## config.mk

```make
export PLATFORM = sky130hd
export DESIGN_NAME = block_mem_ctrl
export DESIGN_NICKNAME = d
export VERILOG_FILES = /design/src/rtl/cache_pkg.sv /design/src/rtl/block_mem_ctrl.sv
export SDC_FILE = /design/constraint.sdc
export NUM_CORES = 1
export LEC_CHECK = 0
export BUFFER_PORTS_ARGS = -buffer_cell sky130_fd_sc_hd__buf_2
export CORE_ASPECT_RATIO = 0.9
export CORE_MARGIN = 5
export CORE_UTILIZATION = 50
export CTS_BUF_LIST = sky130_fd_sc_hd__clkbuf_4
export DETAILED_ROUTE_END_ITERATION = 8
export GPL_TIMING_DRIVEN = 0
export PLACE_DENSITY = 0.82
export SYNTH_ARGS = -nofsm -noshare
export SYNTH_HDL_FRONTEND = slang
export SYNTH_SLANG_ARGS = --single-unit
export TNS_END_PERCENT = 30
```

## constraint.sdc

```tcl
create_clock -name clk -period 2.4 [get_ports clk]
set_clock_uncertainty 0.05 [all_clocks]
set_input_delay 0.48 -clock clk [delete_from_list [all_inputs] [get_ports clk]]
set_output_delay 0.48 -clock clk [all_outputs]
set_load 0.02 [all_outputs]
```

## src/rtl/cache_pkg.sv

```systemverilog
// Shared cache/memory-controller definitions: block geometry, controller
// state encoding and the request kind.
package cache_pkg;

  localparam int BLOCK_WORDS = 32;
  localparam int OFFSET_BITS = 7;

  typedef enum logic [2:0] {
    IDLE    = 3'd0,
    WR_DATA = 3'd1,
    ISSUE   = 3'd2,
    WAIT    = 3'd3,
    RD_OUT  = 3'd4,
    DONE    = 3'd5
  } state_e;

  typedef enum logic {
    FILL      = 1'b0,
    WRITEBACK = 1'b1
  } req_kind_e;

endpackage

```

## src/rtl/block_mem_ctrl.sv

```systemverilog
// Block-transfer controller: moves one aligned block between the cache's
// streaming fill/writeback handshakes and a fixed-latency single-word
// main-memory port, one word per ISSUE/WAIT round trip.
module block_mem_ctrl #(
  parameter int ADDR_WIDTH  = 32,
  parameter int DATA_WIDTH  = 32,
  parameter int BLOCK_WORDS = cache_pkg::BLOCK_WORDS,
  parameter int OFFSET_BITS = cache_pkg::OFFSET_BITS,
  parameter int MEM_LATENCY = 2
) (
  input  logic                  clk,
  input  logic                  rst,
  input  logic                  req_valid,
  output logic                  req_ready,
  input  logic                  req_we,
  input  logic [ADDR_WIDTH-1:0] req_addr,
  input  logic                  wr_valid,
  input  logic [DATA_WIDTH-1:0] wr_data,
  output logic                  wr_ready,
  output logic                  rd_valid,
  output logic [DATA_WIDTH-1:0] rd_data,
  output logic                  rd_last,
  input  logic                  rd_ready,
  output logic                  done,
  output logic                  busy,
  output logic [ADDR_WIDTH-1:0] ext_addr,
  output logic                  ext_ren,
  output logic                  ext_wen,
  output logic [DATA_WIDTH-1:0] ext_wdata,
  input  logic [DATA_WIDTH-1:0] ext_rdata
);
  import cache_pkg::*;

  localparam int KW = $clog2(BLOCK_WORDS);
  localparam int LW = (MEM_LATENCY > 1) ? $clog2(MEM_LATENCY) : 1;
  localparam logic [KW-1:0] K_LAST   = KW'(BLOCK_WORDS - 1);
  localparam logic [LW-1:0] LAT_LOAD = LW'(MEM_LATENCY - 1);
  // Clears the byte offset so any address inside the block maps to its base.
  localparam logic [ADDR_WIDTH-1:0] BASE_MASK =
    ~(ADDR_WIDTH'((64'd1 << OFFSET_BITS) - 64'd1));

  state_e                state_q, state_d;
  req_kind_e             kind_q, kind_d;
  logic [KW-1:0]         k_q, k_d;
  logic [LW-1:0]         lat_q, lat_d;
  logic [ADDR_WIDTH-1:0] base_q, base_d;
  logic [ADDR_WIDTH-1:0] ext_addr_q, ext_addr_d;
  logic [DATA_WIDTH-1:0] ext_wdata_q, ext_wdata_d;
  logic [DATA_WIDTH-1:0] rd_data_q, rd_data_d;

  // Word address of word kk in the block; the word counter wraps, so the
  // address can never step outside the aligned block.
  function automatic logic [ADDR_WIDTH-1:0] word_addr(
    input logic [ADDR_WIDTH-1:0] b,
    input logic [KW-1:0]         kk
  );
    return b + ADDR_WIDTH'({kk, 2'b00});
  endfunction

  // State register and datapath registers; reset abandons any transfer.
  always_ff @(posedge clk) begin
    if (rst) begin
      state_q     <= IDLE;
      kind_q      <= FILL;
      k_q         <= '0;
      lat_q       <= '0;
      base_q      <= '0;
      ext_addr_q  <= '0;
      ext_wdata_q <= '0;
      rd_data_q   <= '0;
    end else begin
      state_q     <= state_d;
      kind_q      <= kind_d;
      k_q         <= k_d;
      lat_q       <= lat_d;
      base_q      <= base_d;
      ext_addr_q  <= ext_addr_d;
      ext_wdata_q <= ext_wdata_d;
      rd_data_q   <= rd_data_d;
    end
  end

  // Next-state logic; ext_addr is loaded on every transition into ISSUE so
  // it is already registered when the strobe fires.
  always_comb begin
    state_d     = state_q;
    kind_d      = kind_q;
    k_d         = k_q;
    lat_d       = lat_q;
    base_d      = base_q;
    ext_addr_d  = ext_addr_q;
    ext_wdata_d = ext_wdata_q;
    rd_data_d   = rd_data_q;
    unique case (state_q)
      IDLE: begin
        if (req_valid) begin
          base_d = req_addr & BASE_MASK;
          kind_d = req_we ? WRITEBACK : FILL;
          k_d    = '0;
          if (req_we) begin
            state_d = WR_DATA;
          end else begin
            state_d    = ISSUE;
            ext_addr_d = req_addr & BASE_MASK;
          end
        end
      end
      WR_DATA: begin
        if (wr_valid) begin
          ext_wdata_d = wr_data;
          ext_addr_d  = word_addr(base_q, k_q);
          state_d     = ISSUE;
        end
      end
      ISSUE: begin
        lat_d   = LAT_LOAD;
        state_d = WAIT;
      end
      WAIT: begin
        if (lat_q == '0) begin
          if (kind_q == FILL) begin
            rd_data_d = ext_rdata;
            state_d   = RD_OUT;
          end else begin
            k_d     = k_q + 1'b1;
            state_d = (k_q == K_LAST) ? DONE : WR_DATA;
          end
        end else begin
          lat_d = lat_q - 1'b1;
        end
      end
      RD_OUT: begin
        if (rd_ready) begin
          k_d = k_q + 1'b1;
          if (k_q == K_LAST) begin
            state_d = DONE;
          end else begin
            state_d    = ISSUE;
            ext_addr_d = word_addr(base_q, k_q + 1'b1);
          end
        end
      end
      DONE: begin
        state_d = IDLE;
      end
      default: begin
        state_d = IDLE;
      end
    endcase
  end

  assign req_ready = (state_q == IDLE);
  assign wr_ready  = (state_q == WR_DATA);
  assign rd_valid  = (state_q == RD_OUT);
  assign rd_last   = (state_q == RD_OUT) && (k_q == K_LAST);
  assign done      = (state_q == DONE);
  assign busy      = (state_q != IDLE);
  assign ext_ren   = (state_q == ISSUE) && (kind_q == FILL);
  assign ext_wen   = (state_q == ISSUE) && (kind_q == WRITEBACK);
  assign ext_addr  = ext_addr_q;
  assign ext_wdata = ext_wdata_q;
  assign rd_data   = rd_data_q;

endmodule

```

* Yosys cells after proc, flatten, opt, wreduce, memory -nomap -nowiden
Index checks and enable logic that the tools add are counted.
Storage, ports and cells: flip-flop bits (word level) 131, input port bits 102, logic and storage cells 64
Operators by class: add/subtract/negate cells 4, eq/ne operators 13, multiplexer cells 23, bitwise operators 2, reduce and logical (&&, ||, !) cells 14
Operator list (number):
- $mux 32 | 5
- $pmux 32 s3 | 1
- $add 32x7->32 | 2
- $mux 3 | 7
- $mux 5 | 4
- $pmux 3 s5 | 1
- $pmux 5 s3 | 1
- $ne 2x2->1 const B | 6
- $reduce_bool 3->1 | 3
- $eq 3x2->1 const B | 2
- $eq 3x3->1 const B | 2
- $reduce_and 6->1 | 1
- $add 5x1->5 const B | 1
- $eq 5x5->1 const B | 1
- $reduce_and 5->1 | 1
- $reduce_and 2->1 | 2
- $reduce_and 4->1 | 1
- $eq 3x1->1 const B | 1
- $logic_and 1x1->1 | 3
- $logic_not 3->1 | 1
- $reduce_and 3->1 | 1
- $mux 1 | 2
- $mux 2 | 1
- $ne 2x1->1 const B | 1
- 4 further kinds | 5

* Longest topological paths before layout
Gate-level depths: netlist of run 1.
word-level depth 5, mapped depth 8, gate-level depth less buffers 6

* Worst setup path after synthesis of run 1
Ideal clock, no wire load.
kind register -> output, from register state_q[1], to output port ext_ren, data arrival time 1495 ps, data required time 1870 ps, setup slack 375 ps, cell stages (with the launch flop) 5, path buffers 2, cell sequence dfxtp_1 > buf_2 > buf_1 > inv_1 > nor4_1
Between the ends: word-level cells in the longest chain between the ends 2
RTL lines:
- from (decl) | RTL line block_mem_ctrl.sv:42 | state_e state_q, state_d;
- from (signal assigned) | RTL line block_mem_ctrl.sv:72 | state_q <= state_d;
- $eq 3x2->1 | RTL line block_mem_ctrl.sv:158 | assign ext_ren = (state_q == ISSUE) && (kind_q == FILL);
- $logic_and 1x1->1 | RTL line block_mem_ctrl.sv:158
- to (decl) | RTL line block_mem_ctrl.sv:27 | output logic ext_ren,
Every way passes these cells.

* Final worst setup path of run 1
from register state_q[0], to output port wr_ready
Between the ends: word-level cells in the longest chain between the ends 1
RTL lines:
- $eq 3x1->1 | RTL line block_mem_ctrl.sv:153 | assign wr_ready = (state_q == WR_DATA);
- to (decl) | RTL line block_mem_ctrl.sv:19 | output logic wr_ready,
Every way passes these cells.

==> reports/qor.csv, run 1 <==
metric,value,unit
status,completed,
crit path capture type,primary output,
Routed wire per std cell,15.5,um
# IOs,206,
core area,0.0103,mm2
first-pass GRT wire length,24.2,mm
CP Max Fanout,10,
Critical Path AT,1820,ps
worst hold endpoint,rd_data[7],
final hold vios,0,
Pre-Repair DR Iteration Count,5,
CTS clock-pin slew for the worst setup and hold paths,110,ps
Worst R2R End,ext_wdata[29],
layout cell share with drive strength beyond 1,0.325,
worst r2r path cells,7,
post-route minimum period,2350,ps
Layout Nets,945,
GPL Wtd Cong,0.958,
Least-Margin Pin Slew,711,ps
total power,5.24,mW
Area Growth Syn to Fin,26.8,%
Placed Cells,951,
Seq cells post-synth,129,
final WL,15.2,mm
sequential area share after synthesis,0.489,
PD cells,782,mW/mm2
DRT antenna net count,0,
Fmax achieved,426,MHz
GR peak layer,met2,
worst skew pair latency,500,ps
Iteration-0 DRC Markers,378,
Yosys warning count,0,
antenna cell count,0,
Final period util,0.978,
Tot GR Track Use,0.234,
DR vias,5215,
Overflow after GRT,0,
crit start category,flop,
utilization after layout,0.651,
met2 GRT Util,0.410,
headroom to the max-slew limit,0.526,
vias in the first global route,5157,
met1 Track Usage GR,0.262,
vias per cell,5.32,
initial core utilization,0.513,
Worst Hold Launch,ext_rdata[7],
mean post-synth cell area,8.45,um2
DRC Markers,0,
Die Wd,118,um
H-tree Lvls,4,
die height,108,um
clk sink count,129,
Die ar.,0.0127,mm2
flop2flop setup slack,380,ps
initial antenna violation count,0,
"Slew Viols, Final",0,
Max clock buf depth,2,
Synth cell types,48,
Hold WS,150,ps
final-layout fill cell count,846,
WP data required,1870,ps
MaxCap Viol Count,0,
static leakage,2.89,nW
port bufs,196,
maximum VDD drop,455,uV
root buffer cell,clkbuf_4,
CTS tree,yes,
Post-Synthesis Cells,625,
# setup viols final,0,
Rows,35,
hold path depth,3,
CTS buffer count,17,
largest net degree at the start of global routing,17,
GR Util met3,0.0815,
Reg-to-Reg Start,state_q[0],
Final Instance Count excl. Fillers,980,
post-DP HPWL,11.5,mm
mapped cell area,0.00528,mm2
Hold Path Class,primary input to flop,
RSZ-0062 raised after global routing,yes,
critical path type,flop to primary output,
-- sequential cells by signal, indices dropped and copies added, names as in the netlist --
register	cells
ext_wdata	32
lat_q	1
ext_addr	30
k_q	5
state_q	3
kind_q	1
rd_data	32
base_q	25
-- routing by layer --
metal  share of wire  up-vias
met3           0.093       21
met5               0        -
met1            0.38     2405
met2            0.51      212
li1                -     2577
met4           0.015        0
-- critical path: stages (launching register included) --
cell and delay [ps]:
dfxtp_1 360, buf_6 130, nor3b_2 540, buf_2 290
-- timing repair --
action                     in CTS  in global routing
pin swaps                       0                  1
buffers inserted                0                  1
setup endpoints to repair       5                  2
resized for setup              12                  7
cloned                          0                  0
hold buffers                    0                  0
-- how the worst max path moves through the flow --
stage	from	endpoint	slack [ps]	cells past startpoint
2_1_floorplan	state_q[1]	ext_ren	380	4
3_3_place_gp	req_we	ext_addr[3]	290	6
3_5_place_dp	req_we	ext_addr[3]	270	6
4_1_cts	state_q[1]	rd_last	-7	6
5_1_grt	state_q[0]	wr_ready	-40	3
6_report	state_q[0]	wr_ready	50	3
-- through the flow --
stage | worst slack, ps | TNS (ps) | instance area (um2)
3_5_place_dp | 265 | 0 | 6430
6_report | 51.9 | 0 | 6700
3_3_place_gp | 285 | 0 | 6430
2_1_floorplan | 375 | 0 | 5290
4_1_cts | -6.71 | -6.71 | 6680
5_1_grt | -40.2 | -40.2 | 6700
-- cell type report --
type	count	area, um2	share of cell area
plain buffers	51	269	0.0401
multi-input cells	441	2450	0.365
clock buffers	20	150	0.0224
repair buffers	197	995	0.148
clock inverters	9	70.1	0.0105
inverters	4	20.0	0.00299
well taps	129	161	0.0241
flip-flops and latches	129	2590	0.386
-- cell families (layout without fill, tap and decap cells) --
logic type	after synthesis	in the layout	synth area share
compound gates	152	152	0.200
fa+ha+maj	2	2	0.00474
buf+inv	56	281	0.0526
flops	129	129	0.489
mux	25	25	0.0474
other cells	1	2	0.000710
simple gates	260	260	0.206
-- cell usage after synthesis, drive strengths merged --
library cell  count  area share
a211o             1      0.0017
a211oi            4      0.0057
a21boi            1      0.0014
a21o              1      0.0014
a21oi           100       0.097
a221oi           27       0.068
a222oi            2      0.0038
a22oi             1      0.0014
a311oi            1      0.0017
a31oi             1      0.0012
and2              3      0.0036
and3              2      0.0024
and4b             1      0.0019
buf              25       0.031
clkbuf           27       0.019
conb              1     0.00071
dfxtp           129        0.49
ha                2      0.0047
inv               4      0.0028
mux2i            25       0.047
nand2           186        0.13
nand2b            4      0.0047
nand3             1     0.00095
nand3b            2      0.0028
nand4             4      0.0047
nand4b            2      0.0033
nor2             36       0.026
nor2b             1      0.0012
nor3             11       0.010
nor3b             2      0.0047
nor4              1      0.0012
nor4b             1      0.0017
o21ai             6      0.0057
o21bai            2      0.0028
o22ai             1      0.0012
o31ai             2      0.0028
o32a              1      0.0019
o32ai             1      0.0017
or3               1      0.0012
or3b              2      0.0033
-- placed cells by master (no fill, tap or decap), types with 2 or more instances in the layout --
cell / count
o31ai_1: 2
nand2b_1: 4
a21oi_1: 99
nor2_1: 36
buf_2: 206
a211oi_1: 4
clkinv_1: 4
a221oi_2: 20
a222oi_1: 2
clkinv_2: 2
buf_4: 10
o21ai_0: 6
inv_1: 3
nor3b_2: 2
buf_6: 5
conb_1: 2
clkinvlp_4: 2
clkbuf_4: 20
dfxtp_1: 127
nand2_1: 185
nor3_1: 11
nand3b_1: 2
a221oi_1: 7
and3_1: 2
o21bai_1: 2
nand4_1: 4
nand4b_1: 2
mux2i_1: 25
clkbuf_1: 27
-- where the power goes --
part | switching (mW) | leakage [nW] | internal (mW) | total, mW
Sequential | 0.122 | 1.05 | 2.36 | 2.48
Combinational | 0.957 | 1.71 | 0.557 | 1.51
Clock | 0.732 | 0.121 | 0.514 | 1.25
Note: power is estimated with default switching activity, not from simulation.
==> run 2, diff against run 1 <==
--- a/config.mk
+++ b/config.mk
@@ -8,12 +8,11 @@
 export BUFFER_PORTS_ARGS = -buffer_cell sky130_fd_sc_hd__buf_2
 export CORE_ASPECT_RATIO = 0.9
 export CORE_MARGIN = 5
-export CORE_UTILIZATION = 50
+export CORE_UTILIZATION = 54
 export CTS_BUF_LIST = sky130_fd_sc_hd__clkbuf_4
 export DETAILED_ROUTE_END_ITERATION = 8
 export GPL_TIMING_DRIVEN = 0
-export PLACE_DENSITY = 0.82
+export PLACE_DENSITY = 0.87
 export SYNTH_ARGS = -nofsm -noshare
 export SYNTH_HDL_FRONTEND = slang
 export SYNTH_SLANG_ARGS = --single-unit
-export TNS_END_PERCENT = 30
==> constraint.sdc (replaced) <==
create_clock -name clk -period 3 [get_ports clk]
set_clock_uncertainty 0.05 [all_clocks]
set_input_delay 0.6 -clock clk [delete_from_list [all_inputs] [get_ports clk]]
set_output_delay 0.6 -clock clk [all_outputs]
set_load 0.02 [all_outputs]
==> run 2 against run 1 <==
  * Sequential share of layout area decreased by 0.45 points
  * Die area decreased by 6.8%
  * First-iteration DRC count decreased by 24%
  * Combinational power decreased by 20%
  * Critical path depth increased by 2
  * Via count increased by 0.84%
  * Utilization increased by 5.3 points
  * Worst hold slack improved by 110 ps
  * Setup slack improved by 270 ps
  * Final cell count unchanged
==> reports/qor.csv, run 2 (synthesized netlist as in run 1, its figures left out) <==
metric,value,unit
status,completed,
DRT antenna net count,0,
critical path type,flop to primary output,
Least-Margin Pin Slew,745,ps
# setup viols final,0,
PD cells,675,mW/mm2
Die ar.,0.0119,mm2
initial core utilization,0.550,
first-pass GRT wire length,24.8,mm
RSZ-0062 raised after global routing,no,
crit-path max cell delay,460,ps
Layout Nets,945,
number of setup buffers added after CTS,0,
cell family with most CP delay,adder cells,
Area Growth Syn to Fin,28.0,%
antenna cell count,0,
Overflow after GRT,0,
final hold vios,0,
die height,104,um
core area,0.00961,mm2
total power,4.57,mW
Placed Cells,948,
vias in the first global route,5213,
"Slew Viols, Final",0,
MaxCap Viol Count,0,
CTS buffer count,17,
largest net degree at the start of global routing,17,
GPL Wtd Cong,0.890,
final WL,15.2,mm
Final Instance Count excl. Fillers,980,
Max clock buf depth,2,
Pre-Repair DR Iteration Count,4,
worst skew pair latency,520,ps
Tot GR Track Use,0.255,
crit path capture type,primary output,
"most common cell after layout, fill and taps aside",buf_2,
Hold Buf Count CTS,0,
Hold Path Class,primary input to flop,
layout cell share with drive strength beyond 1,0.324,
root buffer cell,clkbuf_4,
crit start category,flop,
Critical Path AT,2030,ps
post-DP HPWL,11.4,mm
Final period util,0.894,
Fmax achieved,373,MHz
CP bufs+invs,1,
Die Wd,114,um
vias per cell,5.37,
clk sink count,129,
Resize count post-CTS,0,
maximum VDD drop,382,uV
Rows,34,
DR vias,5259,
final-layout fill cell count,777,
CP Max Fanout,6,
CTS tree,yes,
"slowest stage cell, crit path",dfxtp_1,
H-tree Lvls,4,
# IOs,206,
Iteration-0 DRC Markers,286,
pre-CTS setup slack,765,ps
headroom to the max-slew limit,0.503,
CP cell instances,"ha_1, and3_1, ha_1, and2_1, buf_2",
Crit path top cell by count,ha_1,
CTS clock-pin slew for the worst setup and hold paths,140,ps
most frequent cells in the layout,"buf_2, nand2_1, dfxtp_1",
static leakage,2.94,nW
post-route minimum period,2680,ps
WP data required,2350,ps
port bufs,196,
setup tns final,0,ps
DRC Markers,0,
Routed wire per std cell,15.5,um
initial antenna violation count,0,
PnR worst setup slack,319,ps
-- run 2: per-layer routing --
layer / track usage / share of wire / up-vias
met3: 0.0805 / 0.081 / 27
met5: 0 / 0 / -
li1: - / - / 2586
met4: 0.0823 / 0.014 / 0
met2: 0.435 / 0.51 / 219
met1: 0.303 / 0.40 / 2427
-- run 2: area by class of cell --
cell class	count	area (um2)	area share
clock inverter	14	204	0.0301
clock buffer	18	135	0.0200
timing repair buffer	196	981	0.145
tap	126	158	0.0233
buffer	52	263	0.0388
multi-input combinational	441	2430	0.359
sequential	129	2580	0.382
inverter	4	15.0	0.00222
-- run 2: worst paths after layout --
kind              slack (ps)          start  cells after the start             to
setup / recovery         320         k_q[0]                      5        rd_last
hold / removal           260   req_addr[14]                      3     base_q[14]
setup reg to reg         810         k_q[0]                      7   ext_addr[29]
hold reg to reg          410  ext_wdata[11]                      2  ext_wdata[11]
-- run 2: tightest hold or removal path, stage by stage --
cell and delay [ps]:
buf_2 100, nand2_1 50, a21oi_1 50
-- run 2: stage by stage --
stage | hold slack [ps] | instance area (um2) | utilization
after global routing | 207 | 6770 | 0.704
after detailed placement | 396 | 6430 | 0.668
after CTS | 227 | 6770 | 0.704
after global placement | 389 | 6430 | 0.668
final | 256 | 6770 | 0.704
after floorplan | 386 | 5290 | -
-- run 2: power breakdown --
part | total, mW | switching (mW) | internal (mW) | leakage [nW]
registers | 1.98 | 0.0958 | 1.89 | 1.05
logic | 1.21 | 0.766 | 0.442 | 1.71
clock network | 1.37 | 0.687 | 0.686 | 0.176
total | 4.57 | 1.55 | 3.02 | 2.94
